<file path="config.mk">
export PLATFORM = sky130hd
export DESIGN_NAME = pic_host_if
export DESIGN_NICKNAME = d
export VERILOG_FILES = /design/src/rtl/pic_host_pkg.sv /design/src/rtl/pic_host_if_int_sync.sv /design/src/rtl/pic_host_if.sv
export SDC_FILE = /design/constraint.sdc
export NUM_CORES = 1
export LEC_CHECK = 0
export CORE_MARGIN = 5
export CORE_UTILIZATION = 25
export DETAILED_ROUTE_END_ITERATION = 6
export PLACE_DENSITY = 0.56
export SKIP_CTS_REPAIR_TIMING = 1
export SLEW_MARGIN = 20
export SYNTH_ARGS = -nofsm -noshare
export SYNTH_HDL_FRONTEND = slang
export SYNTH_SLANG_ARGS = --single-unit
</file>
<file path="constraint.sdc">
create_clock -name clk -period 2.36 [get_ports clk]
set_input_delay 0.472 -clock clk [delete_from_list [all_inputs] [get_ports clk]]
set_output_delay 0.472 -clock clk [all_outputs]
set_load 0.01 [all_outputs]
</file>
<file path="src/rtl/pic_host_pkg.sv">
// rtl/pic_host_pkg.sv - shared states and timing constants for the 8259 host bus initiator
package pic_host_pkg;

  typedef enum logic [3:0] {
    ST_IDLE,
    ST_SETUP,
    ST_STROBE,
    ST_HOLD,
    ST_RECOVER,
    ST_INTA1,
    ST_INTA_GAP,
    ST_INTA2,
    ST_VEC_OUT,
    ST_LOCKOUT
  } state_t;

  localparam int SETUP_CYC_DEF    = 1;
  localparam int PULSE_CYC_DEF    = 2;
  localparam int RECOVERY_CYC_DEF = 1;
  localparam int LOCKOUT_CYC      = 3;

  function automatic int max4(input int a, input int b, input int c, input int d);
    int m;
    m = a;
    if (b > m) m = b;
    if (c > m) m = c;
    if (d > m) m = d;
    return m;
  endfunction

endpackage

</file>
<file path="src/rtl/pic_host_if_int_sync.sv">
// rtl/pic_host_if_int_sync.sv - two-flop synchronizer for the asynchronous PIC INT line
module pic_int_sync (
  input  logic clk,
  input  logic rst,
  input  logic d,
  output logic q
);

  logic meta;

  always_ff @(posedge clk) begin
    if (rst) begin
      meta <= 1'b0;
      q    <= 1'b0;
    end else begin
      meta <= d;
      q    <= meta;
    end
  end

endmodule

</file>
<file path="src/rtl/pic_host_if.sv">
// rtl/pic_host_if.sv - 8259 CPU-pin initiator: register write/read cycles and 8086-mode INTA sequence
module pic_host_if
  import pic_host_pkg::*;
#(
  parameter int SETUP_CYC    = SETUP_CYC_DEF,
  parameter int PULSE_CYC    = PULSE_CYC_DEF,
  parameter int RECOVERY_CYC = RECOVERY_CYC_DEF
) (
  input  logic       clk,
  input  logic       rst,
  input  logic       req_valid,
  output logic       req_ready,
  input  logic       req_write,
  input  logic       req_a0,
  input  logic [7:0] req_wdata,
  output logic       rsp_valid,
  output logic [7:0] rsp_rdata,
  input  logic       int_en,
  input  logic       pic_int,
  output logic       vec_valid,
  output logic [7:0] vec,
  input  logic       vec_ready,
  output logic       cs_n,
  output logic       rd_n,
  output logic       wr_n,
  output logic       inta_n,
  output logic       a0,
  output logic [7:0] dout,
  output logic       dout_oe,
  input  logic [7:0] din
);

  localparam int CW = $clog2(max4(SETUP_CYC, PULSE_CYC, RECOVERY_CYC, LOCKOUT_CYC)) + 1;
  localparam logic [CW-1:0] SETUP_LD = CW'(SETUP_CYC - 1);
  localparam logic [CW-1:0] PULSE_LD = CW'(PULSE_CYC - 1);
  localparam logic [CW-1:0] REC_LD   = CW'(RECOVERY_CYC - 1);
  localparam logic [CW-1:0] LOCK_LD  = CW'(LOCKOUT_CYC - 1);

  state_t        state;
  logic [CW-1:0] cnt;
  logic          wr_q;
  logic          int_s;
  logic          ack_pending;

  pic_int_sync u_int_sync (
    .clk (clk),
    .rst (rst),
    .d   (pic_int),
    .q   (int_s)
  );

  assign ack_pending = int_en && int_s;
  // An armed acknowledge blocks new commands so it always wins the IDLE decision.
  assign req_ready   = !rst && (state == ST_IDLE) && !ack_pending;

  always_ff @(posedge clk) begin
    if (rst) begin
      state     <= ST_IDLE;
      cnt       <= '0;
      wr_q      <= 1'b0;
      cs_n      <= 1'b1;
      rd_n      <= 1'b1;
      wr_n      <= 1'b1;
      inta_n    <= 1'b1;
      a0        <= 1'b0;
      dout      <= 8'h00;
      dout_oe   <= 1'b0;
      rsp_valid <= 1'b0;
      rsp_rdata <= 8'h00;
      vec_valid <= 1'b0;
      vec       <= 8'h00;
    end else begin
      rsp_valid <= 1'b0;
      case (state)
        ST_IDLE: begin
          if (ack_pending) begin
            state  <= ST_INTA1;
            inta_n <= 1'b0;
            cnt    <= PULSE_LD;
          end else if (req_valid) begin
            state   <= ST_SETUP;
            wr_q    <= req_write;
            a0      <= req_a0;
            cs_n    <= 1'b0;
            dout    <= req_wdata;
            dout_oe <= req_write;
            cnt     <= SETUP_LD;
          end
        end
        ST_SETUP: begin
          if (cnt == '0) begin
            state <= ST_STROBE;
            cnt   <= PULSE_LD;
            if (wr_q) wr_n <= 1'b0;
            else      rd_n <= 1'b0;
          end else begin
            cnt <= cnt - 1'b1;
          end
        end
        ST_STROBE: begin
          if (cnt == '0) begin
            state <= ST_HOLD;
            wr_n  <= 1'b1;
            rd_n  <= 1'b1;
            if (!wr_q) rsp_rdata <= din;
          end else begin
            cnt <= cnt - 1'b1;
          end
        end
        ST_HOLD: begin
          state     <= ST_RECOVER;
          cs_n      <= 1'b1;
          dout_oe   <= 1'b0;
          rsp_valid <= !wr_q;
          cnt       <= REC_LD;
        end
        ST_RECOVER: begin
          if (cnt == '0) state <= ST_IDLE;
          else           cnt   <= cnt - 1'b1;
        end
        ST_INTA1: begin
          if (cnt == '0) begin
            state  <= ST_INTA_GAP;
            inta_n <= 1'b1;
            cnt    <= REC_LD;
          end else begin
            cnt <= cnt - 1'b1;
          end
        end
        ST_INTA_GAP: begin
          if (cnt == '0) begin
            state  <= ST_INTA2;
            inta_n <= 1'b0;
            cnt    <= PULSE_LD;
          end else begin
            cnt <= cnt - 1'b1;
          end
        end
        ST_INTA2: begin
          if (cnt == '0) begin
            state     <= ST_VEC_OUT;
            inta_n    <= 1'b1;
            vec       <= din;
            vec_valid <= 1'b1;
          end else begin
            cnt <= cnt - 1'b1;
          end
        end
        ST_VEC_OUT: begin
          if (vec_ready) begin
            state     <= ST_LOCKOUT;
            vec_valid <= 1'b0;
            cnt       <= LOCK_LD;
          end
        end
        // Gives the synchronizer time to see the PIC drop INT after the acknowledge.
        ST_LOCKOUT: begin
          if (cnt == '0) state <= ST_IDLE;
          else           cnt   <= cnt - 1'b1;
        end
        default: state <= ST_IDLE;
      endcase
    end
  end

endmodule

</file>
======== Word-level counts from Yosys, hierarchy flattened ========
Cells that the tools add are included.
word-level totals
  word-level logic and storage cells ...... 107
  bits in writable memories ............... 0
  memories kept ........................... 0
  bits in registers ....................... 42
  ROM bits ................................ 0
  bits in latches ......................... 0
  output and inout bits ................... 33
cells by class
  $lt $le $gt $ge ......................... 0
  shifts and indexed selects .............. 0
  bitwise gates (word level) .............. 3
  divide/modulo/power cells ............... 0
  equal/unequal tests ..................... 24
  reduce and logical (&&, ||, !) cells .... 28
  add/sub/neg operators ................... 1
  multiply operators ...................... 0
  muxes and demuxes ....................... 35
operator list
  operator            count
  $mux 4              9
  $pmux 4 s9          1
  $ne 2x2->1 const B  12
  $mux 3              6
  $pmux 3 s6          1
  $eq 4x3->1 const B  4
  $reduce_and 4->1    4
  $mux 1              12
  $reduce_and 3->1    4
  $pmux 1 s2          5
  $eq 4x2->1 const B  2
  $eq 4x4->1 const B  2
  $reduce_and 8->1    1
  $reduce_or 2->1     4
  $reduce_bool 2->1   3
  $reduce_bool 6->1   1
  $eq 4x1->1 const B  1
  $logic_not 4->1     1
  $ne 2x1->1 const B  2
  $reduce_or 4->1     1
  $logic_and 1x1->1   3
  $logic_not 1->1     3
  $logic_not 3->1     1
  $ne 3x3->1 const B  1
  other kinds (5)     7

======== Longest topological paths before layout ========
  depth after elaboration ................. 4
  mapped depth ............................ 9
  depth with buffers taken out ............ 8

======== By module ========
From an unflattened synthesis, not the netlist that was laid out.
second synthesis, totals
  cell total of the unflattened synthesis .. 217
  area, all modules ....................... 1975.6 um2
by module, submodules not included
  module        sequential area each (um2)  cells each  area an instance (um2)  times used
  pic_host_if   800.8                       213         1923.1                  1
  pic_int_sync  40.0                        4           52.6                    1

======== Least setup slack after synthesis ========
Ideal clock, no wire load.
  path kind ............................... register -> register
  start point ............................. register cnt[0]
  end point ............................... register rd_n
  data required time ...................... 2.240 ns
  setup time .............................. 0.120 ns
  clock period less this slack ............ 1.849 ns
  slack ................................... 0.511 ns
  arrival ................................. 1.729 ns
  stages on the path, launching flop included .. 10
  cells stage by stage .................... dfxtp_1 inv_1 ha_1 ha_1 clkbuf_1 nor4b_1 inv_1 o21ai_1 a21oi_1 or2_1
on the way
  cells in the longest elaborated chain, start to end .. 3
RTL lines
  element                                line                                   source
  from (decl)                            pic_host_if.sv:40                      logic [CW-1:0] cnt;
  from (signal assigned)                 pic_host_if.sv:97                      cnt <= cnt - 1'b1;
  from (signal assigned)                 pic_host_if.sv:107                     cnt <= cnt - 1'b1;
  from (signal assigned)                 pic_host_if.sv:119                     else cnt <= cnt - 1'b1;
  $logic_not 3->1 (*)                    pic_host_if.sv:91, pic_host_if.sv:101
  $ne 2x2->1 (no source line)            -
  $reduce_and 4->1 (no source line) (*)  -
  to (signal assigned)                   pic_host_if.sv:62                      rd_n <= 1'b1;
  to (signal assigned)                   pic_host_if.sv:95                      else rd_n <= 1'b0;
  to (signal assigned)                   pic_host_if.sv:104                     rd_n <= 1'b1;
  to (decl)                              pic_host_if.sv:24                      output logic rd_n,
Mark *: on every way between the ends. The rest lies on a longest branch, timed or not.
A chain may end at the register's enable or synchronous reset.

======== Worst setup path in the final report ========
  start point ............................. register state[0]
  end point ............................... output req_ready
on the way
  cells in the longest elaborated chain, start to end .. 3
RTL lines
  element                          line               source
  from (decl)                      pic_host_if.sv:39  state_t state;
  from (signal assigned)           pic_host_if.sv:58  state <= ST_IDLE;
  from (signal assigned)           pic_host_if.sv:77  state <= ST_INTA1;
  from (signal assigned)           pic_host_if.sv:81  state <= ST_SETUP;
  $logic_not 4->1                  pic_host_if.sv:54  assign req_ready = !rst && (state == ST_IDLE) && !ack_pending;
  $logic_and 1x1->1 (2 in series)  pic_host_if.sv:54
  to (decl)                        pic_host_if.sv:12  output logic req_ready,
No other way between the ends.

==> insert_results.sql <==
INSERT INTO impl_metrics (metric_group, metric, value, unit) VALUES
('worst_setup_path', 'start_kind', 'flip-flop', ''),
('logic_synthesis', 'mappedNetlistArea', '1960', 'um2'),
('sta', 'hold_slack', '0.456', 'ns'),
('layout', 'fill_cells', '822', ''),
('worst_setup_path', 'worst_ep_required_time', '1.89', 'ns'),
('worst_setup_path', 'worst_path_bufs_invs', '1', ''),
('die', 'ios', '57', ''),
('drt', 'ant_nets', '0', ''),
('sta', 'fin_skew', '0.00438', 'ns'),
('logic_synthesis', 'synth_top_area_cell', 'sky130_fd_sc_hd__dfxtp_1', ''),
('global_routing', 'via_count_of_the_first_global_routing_pass', '1775', ''),
('clock_tree', 'htree_num_levels', '2', ''),
('layout', 'num_antenna_cells', '0', ''),
('sta', 'worst_margin_pin_slew', '0.443', 'ns'),
('worst_setup_path', 'worst-endpoint-arrival', '1.53', 'ns'),
('sta', 'setup_viol', '0', ''),
('logic_synthesis', 'yosys_register_bits', '42', ''),
('layout', 'multi_input_comb_area', '1020', 'um2'),
('sta', 'period_needed', '2.00', 'ns'),
('logic_synthesis', 'synth_ff_type', 'sky130_fd_sc_hd__dfxtp_1', ''),
('drt', 'drt-vias-per-instance', '4.63', ''),
('worst_setup_path', 'cp_top_family', 'simple AND/OR/NAND/NOR gates', ''),
('logic_synthesis', 'netlist_top_cells_area', 'sky130_fd_sc_hd__dfxtp_1 43%, sky130_fd_sc_hd__mux2i_1 14%, sky130_fd_sc_hd__nor2_1 7.1%', ''),
('drt', 'via_count', '1753', ''),
('global_routing', 'grt_util_all_layers', '10.7', '%'),
('layout', 'layout-area-overhead-vs-synth', '40.1', '%'),
('die', 'floorplan.initialDensity', '25.5', '%'),
('run', 'timing.max_cap.violations', '0', ''),
('logic_synthesis', 'post_synth_num_cell_types', '46', ''),
('clock_tree', 'tritoncts.num_buffers', '5', ''),
('logic_synthesis', 'netlist_instances', '221', ''),
('layout', 'finalCoreUtilization', '35.7', '%'),
('placement', 'numPlacedInstances', '371', ''),
('sta', 'final_min_period_over_clock_period', '84.9', '%'),
('placement', 'dpl.hpwl', '3530', 'um'),
('worst_setup_path', 'critical-path-max-stage-delay', '0.57', 'ns'),
('die', 'die_h', '98.6', 'um'),
('worst_hold_path', 'worst_hold_path_type', 'reg -> reg', ''),
('placement', 'gpl.final_weighted_congestion', '0.830', ''),
('logic_synthesis', 'ys_async_sr_fraction', '0', '%'),
('sta', 'finalHoldViolations', '0', ''),
('power', 'power_density', '960', 'nW/um2'),
('clock_tree', 'cts_tree', 'built', ''),
('drt', 'drc', '0', ''),
('sta', 'grt_setup_unrepaired', 'false', ''),
('clock_tree', 'max-clock-path-buffers', '2', ''),
('placement', 'buffer_ports.inserted', '56', ''),
('drt', 'drt-pass1-iter-count', '4', ''),
('power', 'finalPower', '0.00264', 'W'),
('power', 'total_leakage_power', '1.10', 'nW'),
('sta', 'slew_violations', '0', ''),
('logic_synthesis', 'yosys.area.top_type_share', '42.9', '%'),
('sta', 'timing.slew.headroom', '70.5', '%'),
('layout', 'post_layout_nonfiller_instances', '379', ''),
('layout', 'fraction_of_layout_instances_using_a_drive_strength_above_1', '7.94', '%'),
('die', 'floorplan.core_area', '7690', 'um2'),
('global_routing', 'overflow', '0', ''),
('die', 'die-width', '98.6', 'um'),
('logic_synthesis', 'synth_enable_flop_cells', '0', ''),
('worst_setup_path', 'worst-setup-path-type', 'reg -> out', ''),
('logic_synthesis', 'post_synth.cell_area_avg', '8.87', 'um2'),
('global_routing', 'grt_first_pass_wirelength', '8440', 'um'),
('clock_tree', 'clock_insertion_delay_worst_skew', '0.29', 'ns'),
('worst_setup_path', 'critical_path.cell_chain', 'or4_4 > nor3_1 > dlymetal6s2s_1', ''),
('worst_setup_path', 'cell_type_of_the_slowest_stage_on_the_worst_timing_path', 'sky130_fd_sc_hd__or4_4', ''),
('power', 'peakVddDrop', '0.000370', 'V'),
('logic_synthesis', 'syn_nets', '248', ''),
('layout', 'sequential_area', '841', 'um2'),
('drt', 'detailedRoute.firstIterationViolations', '138', ''),
('run_status', 'status', 'finished clean', ''),
('global_routing', 'antenna_violations_before_repair', '0', '');
## area by class of cell
type                    count  area share, %
multi-input cells         155           37.1
flip-flops and latches     42           30.6
repair buffers             63           22.4
well taps                 102           4.64
clock buffers               6           2.64
clock inverters             2           1.37
inverters                   9           1.23
## cell usage after synthesis (2+ instances only)
cell type	number
sky130_fd_sc_hd__inv_2	2
sky130_fd_sc_hd__o21bai_1	2
sky130_fd_sc_hd__a21oi_2	2
sky130_fd_sc_hd__a221oi_1	2
sky130_fd_sc_hd__nor4b_1	2
sky130_fd_sc_hd__a21oi_1	9
sky130_fd_sc_hd__buf_2	5
sky130_fd_sc_hd__nand2b_1	2
sky130_fd_sc_hd__o21ai_0	3
sky130_fd_sc_hd__dfxtp_1	42
sky130_fd_sc_hd__nand2_1	16
sky130_fd_sc_hd__nor3_1	4
sky130_fd_sc_hd__or2_1	2
sky130_fd_sc_hd__a31oi_1	4
sky130_fd_sc_hd__o21ai_1	5
sky130_fd_sc_hd__nor2b_1	6
sky130_fd_sc_hd__a311oi_1	2
sky130_fd_sc_hd__nor2_1	37
sky130_fd_sc_hd__o31ai_1	2
sky130_fd_sc_hd__clkbuf_1	8
sky130_fd_sc_hd__ha_1	3
sky130_fd_sc_hd__nand3_1	4
sky130_fd_sc_hd__mux2i_1	27
sky130_fd_sc_hd__or4_1	2
sky130_fd_sc_hd__inv_1	7
## flip-flops by register name (all words and copies together) (netlist names)
name             flops
rsp_valid            1
rd_n                 1
dout                 8
dout_oe              1
vec                  8
wr_n                 1
vec_valid            1
a0                   1
state                4
u_int_sync.meta      1
cnt                  3
cs_n                 1
u_int_sync.q         1
inta_n               1
rsp_rdata            8
wr_q                 1
## cells by family (layout without fill, tap and decap cells)
family / Yosys count / count (layout) / share of synthesized area (%)
flops: 42 / 42 / 42.9
fa+ha+maj: 3 / 3 / 1.91
simple gates: 83 / 83 / 20.6
xor+xnor: 1 / 1 / 0.447
mux: 27 / 27 / 13.8
compound gates: 41 / 41 / 15.3
buf+inv: 24 / 80 / 5.11
## cells in the final DEF, fill, tap and decap left out, types with 6 or more instances in the layout
cell type                         Yosys  layout
sky130_fd_sc_hd__buf_4                1       7
sky130_fd_sc_hd__nor2b_1              6       6
sky130_fd_sc_hd__mux2i_1             27      27
sky130_fd_sc_hd__dfxtp_1             42      42
sky130_fd_sc_hd__a21oi_1              9       9
sky130_fd_sc_hd__nor2_1              37      37
sky130_fd_sc_hd__nand2_1             16      16
sky130_fd_sc_hd__clkdlybuf4s50_1      0      55
sky130_fd_sc_hd__inv_1                7       7
## routing by layer
metal | vias to the layer above | GRT usage [%] | routed length, um
li1 | 884 | - | -
met1 | 826 | 13.1 | 2280
met2 | 37 | 17.0 | 2320
met3 | 6 | 4.53 | 310
met4 | 0 | 3.15 | 68
met5 | - | 0 | 0
## final timing paths
kind / start / to / cells after the start
max: state[0]$_SDFFE_PP0P_ / req_ready / 3
min: cs_n$_SDFFE_PP1P_ / cs_n$_SDFFE_PP1P_ / 2
max reg2reg: cnt[0]$_SDFFE_PP0P_ / rd_n$_SDFFE_PP1P_ / 8
min reg2reg: cs_n$_SDFFE_PP1P_ / cs_n$_SDFFE_PP1P_ / 2
## worst min-delay path, cell delays in order (launching register included)
cell and delay (ns):
sky130_fd_sc_hd__dfxtp_1 0.32, sky130_fd_sc_hd__nand2_1 0.05, sky130_fd_sc_hd__nand2_1 0.04
## metrics by stage
| stage | cell area (um2) | setup TNS (ns) | worst slack [ns] |
|---|---|---|---|
| floorplan | 1960 | 0 | 0.511 |
| global placement | 2640 | 0 | 0.0674 |
| detailed placement | 2640 | 0 | 0.0514 |
| CTS | 2750 | -0.0561 | -0.0561 |
| global route | 2750 | 0 | 0.131 |
| finish | 2750 | 0 | 0.357 |
## where the power goes
part	internal [W]	switching, W
sequential	0.000818	0.0000627
clock	0.000316	0.000256
combinational	0.000542	0.000643
total	0.00168	0.000962
Note: power is estimated with default switching activity, not from simulation.
